--- config.mk ---
export PLATFORM = sky130hd
export DESIGN_NAME = program_loader
export DESIGN_NICKNAME = d
export VERILOG_FILES = /design/src/rtl/program_loader.sv
export SDC_FILE = /design/constraint.sdc
export NUM_CORES = 1
export LEC_CHECK = 0
export CORE_MARGIN = 2
export CORE_UTILIZATION = 25
export DETAILED_ROUTE_END_ITERATION = 10
export GPL_TIMING_DRIVEN = 0
export HOLD_SLACK_MARGIN = 0.05
export PLACE_DENSITY_LB_ADDON = 0.1
export SLEW_MARGIN = 20
export SYNTH_ARGS = -nofsm -noshare
export SYNTH_HDL_FRONTEND = slang
export SYNTH_SLANG_ARGS = --single-unit
--- constraint.sdc ---
create_clock -name clk -period 2.74 [get_ports clk]
set_clock_uncertainty 0.05 [all_clocks]
set_input_delay 0.274 -clock clk [delete_from_list [all_inputs] [get_ports clk]]
set_output_delay 0.274 -clock clk [all_outputs]
set_load 0.05 [all_outputs]
--- src/rtl/program_loader.sv ---
// Boot loader: receives a length-prefixed byte stream, writes big-endian words to
// instruction memory, then releases the core. Optional trailing XOR checksum: LOADER_CHECKSUM_EN.
module program_loader #(
  parameter int DEPTH_W = 6
) (
  input  logic        clk,
  input  logic        reset,
  input  logic        start,
  input  logic        rx_valid,
  input  logic [7:0]  rx_data,
  output logic        rx_ready,
  output logic        imem_we,
  output logic [31:0] imem_waddr,
  output logic [31:0] imem_wdata,
  output logic        cpu_enable,
  output logic        busy,
  output logic        done,
  output logic        err
);

  localparam int          KW        = DEPTH_W + 1;
  localparam logic [16:0] MAX_WORDS = 17'(1) << DEPTH_W;
  localparam logic [KW-1:0] K_ONE   = KW'(1);

  typedef enum logic [2:0] {
    S_IDLE   = 3'd0,
    S_LEN_HI = 3'd1,
    S_LEN_LO = 3'd2,
    S_DATA   = 3'd3,
    S_CSUM   = 3'd4,
    S_RUN    = 3'd5,
    S_ERR    = 3'd6
  } state_t;

  state_t          r_state;
  logic [7:0]      r_len_hi;
  logic [KW-1:0]   r_nwords;
  logic [KW-1:0]   r_k;
  logic [1:0]      r_bcnt;
  logic [23:0]     r_word;
  logic            r_rx_ready;
  logic            r_imem_we;
  logic [31:0]     r_imem_waddr;
  logic [31:0]     r_imem_wdata;
  logic            r_cpu_enable;
  logic            r_busy;
  logic            r_done;
  logic            r_err;
`ifdef LOADER_CHECKSUM_EN
  logic [7:0]      r_csum;
  logic [7:0]      w_csum_next;
`endif

  logic            w_xfer;
  logic [15:0]     w_len;
  logic            w_len_big;
  logic            w_len_zero;
  logic [KW-1:0]   w_k_next;

  assign w_xfer     = rx_valid & r_rx_ready;
  assign w_len      = {r_len_hi, rx_data};
  assign w_len_big  = ({1'b0, w_len} > MAX_WORDS);
  assign w_len_zero = (w_len == 16'd0);
  assign w_k_next   = r_k + K_ONE;
`ifdef LOADER_CHECKSUM_EN
  assign w_csum_next = r_csum ^ rx_data;
`endif

  // Session FSM; all status outputs are registered alongside the state.
  always_ff @(posedge clk or negedge reset) begin
    if (!reset) begin
      r_state      <= S_IDLE;
      r_len_hi     <= 8'd0;
      r_nwords     <= '0;
      r_k          <= '0;
      r_bcnt       <= 2'd0;
      r_word       <= 24'd0;
      r_rx_ready   <= 1'b0;
      r_imem_we    <= 1'b0;
      r_imem_waddr <= 32'd0;
      r_imem_wdata <= 32'd0;
      r_cpu_enable <= 1'b0;
      r_busy       <= 1'b0;
      r_done       <= 1'b0;
      r_err        <= 1'b0;
`ifdef LOADER_CHECKSUM_EN
      r_csum       <= 8'd0;
`endif
    end else begin
      r_imem_we <= 1'b0;
      case (r_state)
        S_IDLE, S_RUN, S_ERR: begin
          if (start) begin
            r_state      <= S_LEN_HI;
            r_busy       <= 1'b1;
            r_rx_ready   <= 1'b1;
            r_cpu_enable <= 1'b0;
            r_done       <= 1'b0;
            r_err        <= 1'b0;
            r_k          <= '0;
            r_bcnt       <= 2'd0;
`ifdef LOADER_CHECKSUM_EN
            r_csum       <= 8'd0;
`endif
          end
        end
        S_LEN_HI: begin
          if (w_xfer) begin
            r_len_hi <= rx_data;
            r_state  <= S_LEN_LO;
`ifdef LOADER_CHECKSUM_EN
            r_csum   <= w_csum_next;
`endif
          end
        end
        S_LEN_LO: begin
          if (w_xfer) begin
            r_nwords <= w_len[KW-1:0];
`ifdef LOADER_CHECKSUM_EN
            r_csum   <= w_csum_next;
`endif
            if (w_len_big) begin
              r_state    <= S_ERR;
              r_busy     <= 1'b0;
              r_rx_ready <= 1'b0;
              r_err      <= 1'b1;
            end else if (w_len_zero) begin
`ifdef LOADER_CHECKSUM_EN
              r_state      <= S_CSUM;
`else
              r_state      <= S_RUN;
              r_busy       <= 1'b0;
              r_rx_ready   <= 1'b0;
              r_cpu_enable <= 1'b1;
              r_done       <= 1'b1;
`endif
            end else begin
              r_state <= S_DATA;
            end
          end
        end
        S_DATA: begin
          if (w_xfer) begin
            r_word <= {r_word[15:0], rx_data};
            r_bcnt <= r_bcnt + 2'd1;
`ifdef LOADER_CHECKSUM_EN
            r_csum <= w_csum_next;
`endif
            if (r_bcnt == 2'd3) begin
              r_imem_we    <= 1'b1;
              r_imem_waddr <= 32'({r_k, 2'b00});
              r_imem_wdata <= {r_word, rx_data};
              r_k          <= w_k_next;
              if (w_k_next == r_nwords) begin
`ifdef LOADER_CHECKSUM_EN
                r_state      <= S_CSUM;
`else
                r_state      <= S_RUN;
                r_busy       <= 1'b0;
                r_rx_ready   <= 1'b0;
                r_cpu_enable <= 1'b1;
                r_done       <= 1'b1;
`endif
              end
            end
          end
        end
`ifdef LOADER_CHECKSUM_EN
        S_CSUM: begin
          if (w_xfer) begin
            r_busy     <= 1'b0;
            r_rx_ready <= 1'b0;
            if (rx_data == r_csum) begin
              r_state      <= S_RUN;
              r_cpu_enable <= 1'b1;
              r_done       <= 1'b1;
            end else begin
              r_state <= S_ERR;
              r_err   <= 1'b1;
            end
          end
        end
`endif
        default: begin
          r_state    <= S_IDLE;
          r_busy     <= 1'b0;
          r_rx_ready <= 1'b0;
        end
      endcase
    end
  end

  assign rx_ready   = r_rx_ready;
  assign imem_we    = r_imem_we;
  assign imem_waddr = r_imem_waddr;
  assign imem_wdata = r_imem_wdata;
  assign cpu_enable = r_cpu_enable;
  assign busy       = r_busy;
  assign done       = r_done;
  assign err        = r_err;

endmodule

# [Word level (Yosys, flattened, before mapping)]
# Index checks and enable logic that the tools add are counted.
# W data, S select, Z words.
[totals] mem_bits_ro=0 ram_bits=0 n_memories=0 register_bits=94 inputBits=12 word_cells=88 latch_bits=0
[op_classes] shifts=0 n_reduce_logical=16 muxes=38 n_mul=0 div_mod_pow=0 add_sub_neg=2 eq_ne=17 bitwise_logic=2 n_lt_le_gt_ge=1
[op_table] operator="$mux W3" count=8
[op_table] operator="$mux W7" count=3
[op_table] operator="$mux W1" count=19
[op_table] operator="$ne A2 B2 Y1 const B" count=9
[op_table] operator="$gt A16 B7 Y1 const B" count=1
[op_table] operator="$logic_not A16 Y1" count=1
[op_table] operator="$pmux W7 S2" count=1
[op_table] operator="$pmux W3 S4" count=1
[op_table] operator="$reduce_and A4 Y1" count=2
[op_table] operator="$reduce_and A8 Y1" count=1
[op_table] operator="$add A7 B1 Y7 const B" count=1
[op_table] operator="$eq A7 B7 Y1" count=1
[op_table] operator="$reduce_and A7 Y1" count=1
[op_table] operator="$eq A3 B2 Y1 const B" count=2
[op_table] operator="$eq A3 B3 Y1 const B" count=2
[op_table] operator="$reduce_and A2 Y1" count=3
[op_table] operator="$reduce_and A3 Y1" count=2
[op_table] operator="$reduce_and A6 Y1" count=1
[op_table] operator="$mux W2" count=2
[op_table] operator="$pmux W1 S4" count=1
[op_table] operator="$pmux W2 S2" count=1
[op_table] operator="$reduce_bool A2 Y1" count=2
[op_table] operator="$eq A3 B1 Y1 const B" count=1
[op_table] operator="$logic_not A3 Y1" count=1
[op_table] operator="other kinds (9)" count=9

# [Depth between registers and ports, before layout]
[logic_depth] ltp_word=6 mapped_depth=9 ltp_nobuf=6

# [Least setup slack after synthesis]
# Ideal clock, no wire load.
[synth_timing] kind="reg-to-reg" start="register, netlist name busy" end="register r_imem_wdata[21] (netlist: imem_wdata[21])" path_slack_ns=0.578 period_less_slack_ns=2.162 required_ns=2.565 path_stages_with_launch=7 t_arrival_ns=1.987 cell_sequence="dfrtp_1 -> and2_1 -> clkbuf_1 -> nand3_1 -> inv_1 -> clkbuf_1 -> mux2_2"
[synth_rtl] item="end signal, assigned" line="152" text="r_imem_wdata <= {r_word, rx_data};"
[synth_rtl] item="end, declared" line="44" text="logic [31:0] r_imem_wdata;"

==> flow_metrics.py <==
metrics = {
    "route": {
        "drt_iter0_markers": 98,
        "vias": 3111,
        "drc": 0,
        "drt-total-wl_um": 10600,
        "firstDrtPassIters": 4,
        "vias_per_cell": 4.27,
        "drtAntennaViolNets": 0,
        "wl_per_cell_um": 14.5,
    },
    "power": {
        "p_sw_w": 0.00130,
        "switching_share_pct": 30.8,
        "power_frac_comb_pct": 22.2,
        "leakagePower_nw": 2.75,
        "peakVddDrop_uv": 304,
        "power.share.sequential_pct": 43.0,
        "p_int_w": 0.00291,
        "power_frac_clock_pct": 34.8,
        "powerDensity_mw_per_mm2": 759,
    },
    "die": {
        "fp.coreArea_sq_mm": 0.0166,
        "die_h_um": 134,
        "die_x_um": 134,
        "die_area_sq_mm": 0.0180,
        "rows": 47,
        "initial_utilization_pct": 25.5,
        "pin_count": 82,
    },
    "placed_design": {
        "dp_slack_ns": 0.0231,
        "finalWeightedCongestion": 0.779,
        "placed_cells": 712,
        "io_buffers": 56,
        "dp_hpwl_um": 7330,
    },
    "status": {
        "status": "finished clean",
    },
    "grt": {
        "first_global_vias": 3054,
        "grt_pass1_wl_um": 17000,
        "grt_remaining_overflow": 0,
        "gr-usage-all-layers_pct": 12.4,
        "antenna_found_initial": 0,
        "grt_max_degree": 49,
    },
    "job": {
        "maxCapViolCount": 0,
    },
    "clocking": {
        "clock-root-buffer": "clkbuf_16",
        "cts_max_level": 3,
        "cts_tree": "built",
        "cts_sinks": 94,
        "path_clk_slew_ns": 0.07,
        "clockBufferDepth": 2,
        "numCtsBuffers": 9,
        "clkLatencyLatePin_ns": 0.35,
        "post_cts_resized": 0,
    },
    "sta": {
        "max_freq_mhz": 423,
        "finalCritPeriodShare_pct": 86.3,
        "relSlewSlack_pct": 41.3,
        "setup_tns_ns": 0,
        "timing.final.setup_violations": 0,
        "tightest_slew_ns": 0.877,
        "min_period_ns": 2.36,
        "hold_slack_ns": 0.367,
        "drv_slew": 0,
        "setup_slack_ns": 0.376,
        "hold_viol": 0,
        "grt_setup_unrepaired": "no",
    },
    "cells_and_area": {
        "drive_above_1_share_pct": 18.7,
        "nFillCells": 1676,
        "instances_no_fill": 729,
        "antenna_cells": 0,
        "final_nets": 518,
        "syn2layout_area_growth_pct": 30.9,
    },
    "worst_setup_path": {
        "timing.rr.end": "imem_wdata[0]$_DFFE_PN0P_",
        "crit_fanout": 10,
        "cp-end-kind": "register",
        "r2r_start": "busy$_DFFE_PN0P_",
        "crit_type": "reg -> reg",
        "crit_path_end": "imem_wdata[0]$_DFFE_PN0P_",
        "r2r_slack_ns": 0.38,
        "cp.arrival_ns": 2.60,
        "cp_data_required_time_ns": 2.98,
        "ff2ff_path_depth": 9,
        "startpoint": "busy$_DFFE_PN0P_",
        "critPathLaunchType": "register",
    },
    "worst_hold_path": {
        "worstHoldPathType": "in -> async",
    },
    "logic_synthesis": {
        "syn_avg_cell_area_sq_um": 10.3,
        "synth_area_leaders": "dfrtp_1 (56%), nand2_1 (12%), mux2_2 (10%)",
        "yosysTopAreaCell": "dfrtp_1",
        "syn_inst": 411,
        "synth-edff-count": 0,
        "yosysUniqueCellTypes": 48,
        "ys_seq_area_share_pct": 55.5,
        "async_flop_share_pct": 100,
        "synth_seq_cells": 94,
        "netlist_area_sq_mm": 0.00424,
        "synth_top_area_share_pct": 55.5,
        "ys_warn_count": 0,
        "synthFlopType": "dfrtp_1",
    },
}
-- critical path, cell delays in order, from the launching register on --
cell and delay [ns]:
dfrtp_1 0.40, and2_1 0.14, clkbuf_1 0.35, nand3_1 0.24, inv_1 0.12, buf_2 0.29, buf_2 0.30, buf_2 0.27
nand2_1 0.07, nand2_1 0.07
-- cells in the mapped netlist (3+ instances only) --
cell / n
a31oi_1: 4
nand4_1: 3
nor2_1: 6
inv_1: 4
nand2_1: 131
xor2_1: 5
xnor2_1: 3
mux2_2: 39
nand3_1: 10
clkbuf_1: 14
a21oi_1: 7
or3_1: 3
and3_1: 3
buf_2: 4
buf_4: 27
and2_1: 3
o21ai_0: 14
dfrtp_1: 94
-- cells in the final DEF (no fill, tap or decap), drive strengths merged, types with 3 or more instances in the layout --
master / n
nand2: 131
dfrtp: 94
clkdlybuf4s50: 55
mux2: 39
buf: 34
conb: 25
clkbuf: 24
o21ai: 14
nand3: 10
a21oi: 7
nor2: 6
inv: 6
xor2: 5
a31oi: 4
and2: 3
or3: 3
and3: 3
xnor2: 3
nand4: 3
bufinv: 3
-- per-layer routing --
layer	GRT usage [%]	vias up	share of wire, %
met2	18.0	78	43
met5	0	-	0
met1	17.8	1503	51
li1	-	1518	-
met4	4.74	0	1.7
met3	3.06	12	4.6
-- cell families after synthesis --
| logic type | synth area share [%] |
|---|---|
| AOI/OAI and AO/OA | 7.39 |
| xor gates and xnor gates | 1.65 |
| adders and majority gates | 0.591 |
| buffers and inverters | 7.12 |
| DFF | 55.5 |
| muxes | 10.4 |
| other | 0.0885 |
| and+or+nand+nor | 17.3 |
-- power by group through the flow --
stage / Sequential, W / Combinational, W / Clock [W]
2_1_floorplan: 0.00184 / 0.000645 / 0
3_3_place_gp: 0.00183 / 0.000918 / 0
3_5_place_dp: 0.00184 / 0.000937 / 0
4_1_cts: 0.00181 / 0.000941 / 0.00151
5_1_grt: 0.00185 / 0.00103 / 0.00157
6_report: 0.00181 / 0.000933 / 0.00147
-- cell type report --
type                            instances  area (sq um)  share of cell area (%)
Buffer                                 47           287                    5.17
Multi-Input combinational cell        290          1670                    30.1
Tap cell                              220           275                    4.96
Sequential cell                        94          2350                    42.4
Clock inverter                          7           120                    2.17
Clock buffer                            9           225                    4.06
Inverter                                4          15.0                   0.271
Timing Repair Buffer                   58           599                    10.8
-- registers in the layout, indices dropped and copies added (netlist names) --
signal / cells
busy: 1
done: 1
err: 1
imem_waddr: 7
imem_wdata: 32
imem_we: 1
r_bcnt: 2
r_k: 7
r_len_hi: 8
r_nwords: 7
r_state: 3
r_word: 24
-- timing repair --
item	4_1_cts	5_1_grt
setup buffers	0	0
hold buffers	1	0
endpoints found under the hold margin	46	0
-- how the worst min path moves through the flow --
| stage | startpoint | to | slack (ns) |
|---|---|---|---|
| floorplan | reset | busy$_DFFE_PN0P_ | -0.07 |
| finish | reset | r_len_hi[5]$_DFFE_PN0P_ | 0.37 |
| CTS | reset | r_len_hi[5]$_DFFE_PN0P_ | 0.38 |
| global route | reset | r_len_hi[5]$_DFFE_PN0P_ | 0.43 |
| global placement | imem_wdata[5]$_DFFE_PN0P_ | imem_wdata[5]$_DFFE_PN0P_ | 0.41 |
| detailed placement | reset | r_len_hi[5]$_DFFE_PN0P_ | 0.19 |
-- stage by stage --
stage / area, sq um / power [W] / utilization (%)
6_report: 5550 / 0.00421 / 33.4
5_1_grt: 5550 / 0.00444 / 33.4
4_1_cts: 5550 / 0.00427 / 33.4
3_5_place_dp: 5190 / 0.00278 / 31.3
3_3_place_gp: 5160 / 0.00275 / 31.1
2_1_floorplan: 4330 / 0.00248 / -
Note: power is estimated with default switching activity, not from simulation.
